[config.mk]
export PLATFORM = sky130hd
export DESIGN_NAME = alu_result_serializer_flat
export DESIGN_NICKNAME = d
export VERILOG_FILES = /design/src/rtl/alu_result_serializer_if.sv /design/src/rtl/alu_result_serializer.sv /design/src/flat_wrapper.sv
export SDC_FILE = /design/constraint.sdc
export NUM_CORES = 1
export LEC_CHECK = 0
export CORE_MARGIN = 4
export CORE_UTILIZATION = 35
export DETAILED_ROUTE_END_ITERATION = 16
export PLACE_DENSITY = 0.61
export SLEW_MARGIN = 15
export SYNTH_ARGS = -nofsm -noshare
export SYNTH_HDL_FRONTEND = slang
export SYNTH_SLANG_ARGS = --single-unit
[constraint.sdc]
create_clock -name CLK -period 3 [get_ports CLK]
set_clock_uncertainty 0.1 [all_clocks]
set_input_delay 0.75 -clock CLK [delete_from_list [all_inputs] [get_ports CLK]]
set_output_delay 0.75 -clock CLK [all_outputs]
set_load 0.005 [all_outputs]
[src/rtl/alu_result_serializer_if.sv]
// Bus between the ALU result stage and the UART TX byte stream.
// The serializer is the slave; the producer/consumer side is the master.
interface alu_result_serializer_if #(
  parameter int DATA_WIDTH = 8
);
  logic [2*DATA_WIDTH-1:0] alu_out;
  logic                    out_valid;
  logic                    byte_ready;
  logic                    clr_ovf;
  logic [DATA_WIDTH-1:0]   byte_data;
  logic                    byte_valid;
  logic                    busy;
  logic                    overflow;

  modport slave (
    input  alu_out, out_valid, byte_ready, clr_ovf,
    output byte_data, byte_valid, busy, overflow
  );

  modport master (
    output alu_out, out_valid, byte_ready, clr_ovf,
    input  byte_data, byte_valid, busy, overflow
  );
endinterface

[src/rtl/alu_result_serializer.sv]
// Buffers 2*DATA_WIDTH-bit ALU results and streams each one out as two
// DATA_WIDTH-bit bytes, LSB first, over a valid/ready handshake.
module alu_result_serializer #(
  parameter int DATA_WIDTH = 8,
  parameter int DEPTH      = 2
) (
  input logic                   CLK,
  input logic                   RST,
  alu_result_serializer_if.slave bus
);
  localparam int AW = $clog2(DEPTH);
  localparam int PW = AW + 1;

  typedef enum logic [1:0] {IDLE, SEND_LO, SEND_HI} state_t;

  state_t                  state_q, state_d;
  logic [2*DATA_WIDTH-1:0] mem_q [DEPTH];
  logic [PW-1:0]           wr_ptr_q, rd_ptr_q;
  logic [DATA_WIDTH-1:0]   hold_q, hold_d;
  logic [DATA_WIDTH-1:0]   byte_data_q, byte_data_d;
  logic                    byte_valid_q, byte_valid_d;
  logic                    overflow_q, overflow_d;
  logic                    pop, wr_en, drop, empty, full;
  logic [2*DATA_WIDTH-1:0] head;

  assign empty = (wr_ptr_q == rd_ptr_q);
  assign full  = (wr_ptr_q[AW] != rd_ptr_q[AW]) &&
                 (wr_ptr_q[AW-1:0] == rd_ptr_q[AW-1:0]);
  assign head  = mem_q[rd_ptr_q[AW-1:0]];

  // A pop on the same edge frees a slot, so a full buffer can still accept.
  assign wr_en = bus.out_valid && (!full || pop);
  assign drop  = bus.out_valid && full && !pop;

  always_comb begin
    state_d      = state_q;
    byte_data_d  = byte_data_q;
    byte_valid_d = byte_valid_q;
    hold_d       = hold_q;
    pop          = 1'b0;
    case (state_q)
      IDLE: begin
        byte_valid_d = 1'b0;
        if (!empty) begin
          pop          = 1'b1;
          hold_d       = head[2*DATA_WIDTH-1:DATA_WIDTH];
          byte_data_d  = head[DATA_WIDTH-1:0];
          byte_valid_d = 1'b1;
          state_d      = SEND_LO;
        end
      end
      SEND_LO: begin
        if (bus.byte_ready) begin
          byte_data_d = hold_q;
          state_d     = SEND_HI;
        end
      end
      SEND_HI: begin
        if (bus.byte_ready) begin
          if (!empty) begin
            pop         = 1'b1;
            hold_d      = head[2*DATA_WIDTH-1:DATA_WIDTH];
            byte_data_d = head[DATA_WIDTH-1:0];
            state_d     = SEND_LO;
          end else begin
            byte_valid_d = 1'b0;
            state_d      = IDLE;
          end
        end
      end
      default: begin
        byte_valid_d = 1'b0;
        state_d      = IDLE;
      end
    endcase
  end

  always_comb begin
    overflow_d = overflow_q;
    if (drop) begin
      overflow_d = 1'b1;
    end else if (bus.clr_ovf) begin
      overflow_d = 1'b0;
    end
  end

  always_ff @(posedge CLK or negedge RST) begin
    if (!RST) begin
      state_q      <= IDLE;
      wr_ptr_q     <= '0;
      rd_ptr_q     <= '0;
      hold_q       <= '0;
      byte_data_q  <= '0;
      byte_valid_q <= 1'b0;
      overflow_q   <= 1'b0;
    end else begin
      state_q      <= state_d;
      hold_q       <= hold_d;
      byte_data_q  <= byte_data_d;
      byte_valid_q <= byte_valid_d;
      overflow_q   <= overflow_d;
      if (wr_en) wr_ptr_q <= wr_ptr_q + PW'(1);
      if (pop)   rd_ptr_q <= rd_ptr_q + PW'(1);
    end
  end

  // Storage carries no reset: emptiness is defined purely by the pointers.
  always_ff @(posedge CLK) begin
    if (wr_en) mem_q[wr_ptr_q[AW-1:0]] <= bus.alu_out;
  end

  assign bus.byte_data  = byte_data_q;
  assign bus.byte_valid = byte_valid_q;
  assign bus.overflow   = overflow_q;
  assign bus.busy       = (state_q != IDLE) || !empty;
endmodule
[src/flat_wrapper.sv]
// flat-port wrapper written by rule: the top's interface ports become plain ports
module alu_result_serializer_flat 
#(
  parameter int DATA_WIDTH = 8,
  parameter int DEPTH      = 2
)
  (CLK, RST, bus_alu_out, bus_out_valid, bus_byte_ready, bus_clr_ovf, bus_byte_data, bus_byte_valid, bus_busy, bus_overflow);
  alu_result_serializer_if #(.DATA_WIDTH(DATA_WIDTH)) bus_i ();
  input logic CLK;
  input logic RST;
  input wire logic [$bits(bus_i.alu_out)-1:0] bus_alu_out;
  input wire logic [$bits(bus_i.out_valid)-1:0] bus_out_valid;
  input wire logic [$bits(bus_i.byte_ready)-1:0] bus_byte_ready;
  input wire logic [$bits(bus_i.clr_ovf)-1:0] bus_clr_ovf;
  output wire logic [$bits(bus_i.byte_data)-1:0] bus_byte_data;
  output wire logic [$bits(bus_i.byte_valid)-1:0] bus_byte_valid;
  output wire logic [$bits(bus_i.busy)-1:0] bus_busy;
  output wire logic [$bits(bus_i.overflow)-1:0] bus_overflow;
  assign bus_i.alu_out = bus_alu_out;
  assign bus_i.out_valid = bus_out_valid;
  assign bus_i.byte_ready = bus_byte_ready;
  assign bus_i.clr_ovf = bus_clr_ovf;
  assign bus_byte_data = bus_i.byte_data;
  assign bus_byte_valid = bus_i.byte_valid;
  assign bus_busy = bus_i.busy;
  assign bus_overflow = bus_i.overflow;
  alu_result_serializer #(.DATA_WIDTH(DATA_WIDTH), .DEPTH(DEPTH)) u_core (.CLK(CLK), .RST(RST), .bus(bus_i));
endmodule
Word level (Yosys, flattened, before mapping) --
Memories as Yosys holds them, arrays and structs flattened. Cells that the tools add are included.
Storage, ports and cells: input port bits 21, output and inout port bits 11, register bits after elaboration 24, memory bits (read-only) 0, memory bits (writable) 32, memories kept 1, logic and storage cells 60, latch bits 0
Operators by class: bitwise operators 1, shift-type cells 0, reductions and logical operators 18, equal/unequal tests 9, muxes and demuxes 22, $add $sub $neg 2, $mul 0, div/mod/pow operators 0, $lt $le $gt $ge 0
Memory list:
- u_core.mem_q | depth 2, width 16, read ports 1, clocked after Yosys merged registers in 0, write ports 1, RTL line alu_result_serializer.sv:17 | logic [2*DATA_WIDTH-1:0] mem_q [DEPTH];
Operators with widths (count):
- $mux 8 | 5
- $pmux 8 s3 | 1
- $pmux 8 s2 | 1
- $mux 1 | 9
- $reduce_and 3->1 | 3
- $mux 2 | 3
- $ne 2x2->1 const B | 3
- $pmux 2 s3 | 1
- $reduce_bool 2->1 | 3
- $add 2x1->2 const B | 2
- $logic_and 1x1->1 | 4
- $logic_not 1->1 | 3
- $pmux 1 s3 | 1
- $reduce_bool 3->1 | 1
- $eq 2x1->1 const B | 1
- $eq 2x2->1 | 1
- $eq 2x2->1 const B | 1
- $logic_not 2->1 | 1
- $logic_or 1x1->1 | 2
- $ne 2x1->1 const B | 1
- $pmux 1 s2 | 1
- $reduce_and 2->1 | 1
- $eq 1x1->1 | 1
- $ne 1x1->1 | 1
- $not 1->1 | 1

Longest topological paths before layout --
depth after elaboration 8, gate-level depth with buffers 7, depth with buffers taken out 4

Worst setup path before layout --
No wires, ideal clock.
path kind input -> register, from input bus_byte_ready, to memory u_core.mem_q[1][0] (netlist bit) (enable), buffers on the path 0, library setup time 0.394 ns, data arrival time 1.834 ns, stages 2, data required time 2.506 ns, path slack 0.673 ns, cell sequence o21ai_1 a311oi_2
On the way: longest elaborated chain between the ends 6
Ends and longest elaborated chain:
- start, declared | RTL line flat_wrapper.sv:13 | input wire logic [$bits(bus_i.byte_ready)-1:0] bus_byte_ready;
- $mux 1 | RTL line alu_result_serializer.sv:59 | if (bus.byte_ready) begin
- $pmux 1 s2 | RTL line alu_result_serializer.sv:41 | case (state_q)
- $logic_or 1x1->1 | RTL line alu_result_serializer.sv:32 | assign wr_en = bus.out_valid && (!full || pop);
- $logic_and 1x1->1 | RTL line alu_result_serializer.sv:32
- $mux 1 | RTL line alu_result_serializer.sv:109 | if (wr_en) mem_q[wr_ptr_q[AW-1:0]] <= bus.alu_out;
- $mux 1 (implied by the code) | RTL line alu_result_serializer.sv:109
- end, declared | RTL line alu_result_serializer.sv:17
No other way between the ends.

Worst setup path after layout --
from register u_core.rd_ptr_q[1], to output bus_busy
On the way: longest elaborated chain between the ends 3
Ends and longest elaborated chain:
- start, declared | RTL line alu_result_serializer.sv:18 | logic [PW-1:0] wr_ptr_q, rd_ptr_q;
- start signal, assigned | RTL line alu_result_serializer.sv:103 | if (pop) rd_ptr_q <= rd_ptr_q + PW'(1);
- $eq 2x2->1 | RTL line alu_result_serializer.sv:26 | assign empty = (wr_ptr_q == rd_ptr_q);
- $logic_not 1->1
- $logic_or 1x1->1 | RTL line alu_result_serializer.sv:115 | assign bus.busy = (state_q != IDLE) || !empty;
- end, declared | RTL line flat_wrapper.sv:17 | output wire logic [$bits(bus_i.busy)-1:0] bus_busy;
No other way between the ends.

==> reports/results.ini <==
[clock_network]
cts_tree = done
cts_buffers = 5
cts.htree.levels = 2
cts.sinks = 56
clk_pin_slew_ps = 90
postCtsResizedCells = 0
cts_root_buf = clkbuf_8
cts_hold_buf = 0
insertion_delay_ps = 300
post-cts-setup-buffer-count = 0
clockBufferDepth = 2

[drt]
drc = 0
avgViaCountPerCell = 5.18
vias = 1482
wl_per_cell_um = 15.9
drt_first_pass_iters = 4
drt_iter0_drc = 56
wirelength_mm = 4.54
final_antenna_net_count = 0

[cells_and_area]
diodes = 0
final_cell_mix = edfxtp_1 (32), clkdlybuf4s50_1 (31), dfrtp_1 (24), nor2_1 (18), o21ai_0 (11)
drive_gt1_share_pct = 8.61
finish.utilization_pct = 43.7
layoutNonFillerInstCount = 286
area_delta_synth_final_pct = 21.1
final_common_cell = edfxtp_1
final_nets = 229

[critical_path]
arrival_ps = 1890
cp_num_buf_inv = 1
worst_setup_path_end_kind = output port
cp_top_family = simple AND/OR/NAND/NOR gates
crit_path_max_incr_delay_ps = 440
crit_slowest_cell = clkdlybuf4s50_1
crit_chain = xor2_2 > or3_1 > nand2b_1 > clkdlybuf4s50_1
path_class = reg -> out
cp-start-kind = register
cp_max_fo = 8
crit_required_ps = 2150

[outcome]
outcome = finished, final reports clean

[global_route]
antenna_found_initial = 0
grt_pass1_wl_mm = 7.36
grt_overflow = 0
grtUsageTotal_pct = 12.6
grt_pass1_vias = 1459
grt_max_degree = 30

[floorplan]
num_rows = 29
placeableCoreArea_um2 = 6390
die_h_um = 89.1
start_util_pct = 36.1
dieArea_um2 = 7940
die_x_um = 89.1
boundaryPins = 32

[power]
p_leak_nw = 1.01
p_per_area_nw_per_um2 = 1040
ir_drop_mv = 0.761
totalPowerFinal_mw = 2.91

[logic_synthesis]
yosys_warnings = 0
syn_nets = 192
synth.distinct_cells = 31
syn_inst = 171
synth_area_per_cell_um2 = 13.5
synth_seq_cells = 56
seq_area_frac_synth_pct = 67.8
syn-cell-area_um2 = 2300

[timing]
slew_headroom_pct = 58.9
fin_crit_ps = 2740
timing.setup.tns_ps = 0
worstMarginPinSlew_ps = 615
rsz0062_at_grt = no
setup_viol = 0
finalMaxSlewViolations = 0
period_share_pct = 91.2
hold_viol_final = 0
max_freq_mhz = 365

[worst_hold_path]
min_path_type = reg -> reg

[placement]
placed_cells = 278
place_congestion = 0.817
port_buffers = 31
dpl.hpwl_mm = 3.04

[flow_run]
maxCapViolCount = 0

report_power, final:
| part | switching (mW) | internal, mW | total [mW] |
|---|---|---|---|
| logic | 0.700 | 0.532 | 1.23 |
| clock network | 0.228 | 0.165 | 0.392 |
| registers | 0.167 | 1.12 | 1.29 |
| total | 1.09 | 1.82 | 2.91 |
synthesized netlist by cell type:
| cell type | number | share of area, % |
|---|---|---|
| nand4_1 | 1 | 0.27 |
| a211oi_1 | 8 | 2.6 |
| a21oi_2 | 3 | 1.1 |
| o221a_2 | 1 | 0.49 |
| nor2b_1 | 1 | 0.27 |
| xor2_2 | 1 | 0.71 |
| buf_2 | 2 | 0.43 |
| nand2_1 | 2 | 0.33 |
| edfxtp_1 | 32 | 42 |
| buf_6 | 2 | 0.98 |
| o32ai_1 | 10 | 3.8 |
| and3_1 | 1 | 0.27 |
| o211ai_1 | 1 | 0.33 |
| nand3_1 | 2 | 0.43 |
| o21ai_0 | 11 | 2.4 |
| o22ai_1 | 8 | 2.2 |
| buf_4 | 1 | 0.33 |
| o211a_1 | 1 | 0.43 |
| clkbuf_1 | 2 | 0.33 |
| dfrtp_1 | 24 | 26 |
| nand2b_1 | 10 | 2.7 |
| o21ai_1 | 1 | 0.22 |
| nor3_1 | 1 | 0.22 |
| xnor2_1 | 1 | 0.38 |
| nor2_1 | 18 | 2.9 |
| a21oi_1 | 6 | 1.3 |
| mux2i_1 | 8 | 3.5 |
| xor2_1 | 3 | 1.1 |
| a311oi_2 | 1 | 0.65 |
| or3_1 | 1 | 0.27 |
| inv_1 | 7 | 1.1 |
per-layer routing:
layer | vias to the layer above | wire length (um) | track usage [%]
met5 | - | 0 | 0
met2 | 33 | 2180 | 20.6
li1 | 715 | - | -
met4 | 0 | 74 | 4.74
met1 | 728 | 2080 | 16.1
met3 | 6 | 202 | 3.32
layout make-up:
class | instances | area, um^2
clock inverters | 1 | 5.00
inverters | 7 | 26.3
fillers | 619 | 3600
flip-flops and latches | 56 | 1560
multi-input cells | 101 | 667
clock buffers | 7 | 76.3
well taps | 77 | 96.3
repair buffers | 37 | 355
metrics by stage:
step | hold WS [ps] | worst slack, ps | instance area (um^2)
global placement | 394 | 417 | 2710
global route | 452 | 142 | 2790
floorplan | 354 | 673 | 2300
finish | 419 | 263 | 2790
detailed placement | 405 | 389 | 2710
CTS | 424 | 251 | 2790
worst register-to-register path: cells and delay by family (launching register included):
kind	cells	cell delay, ps
AO/OA/AOI/OAI	2	510
flip-flops	1	430
XOR/XNOR	1	240
AND/OR/NAND/NOR	1	510
cell families after synthesis:
family          after synthesis  share of synthesized area [%]
compound gates               51                           15.5
xor+xnor                      5                           2.23
buf+inv                      14                           3.21
flops                        56                           67.8
mux                           8                           3.48
simple gates                 37                           7.72
path summary, 6_finish.rpt:
check,from,to,slack [ps],cells past startpoint
min,u_core.wr_ptr_q[1],u_core.wr_ptr_q[1],420,1
min reg2reg,u_core.wr_ptr_q[1],u_core.wr_ptr_q[1],420,1
max in group asynchronous,RST,u_core.hold_q[0],1860,2
max reg2reg,u_core.rd_ptr_q[1],u_core.bus.byte_data[4],1120,4
min in group asynchronous,RST,u_core.bus.byte_data[6],700,2
max,u_core.rd_ptr_q[1],bus_busy,260,4
flip-flops by register name, summed over array words and instances (netlist names):
name / count
u_core.bus.overflow: 1
u_core.bus.byte_data: 8
u_core.wr_ptr_q: 2
u_core.state_q: 2
u_core.hold_q: 8
u_core.bus.byte_valid: 1
u_core.mem_q: 32
u_core.rd_ptr_q: 2
Power figures use the tool's default switching activity.
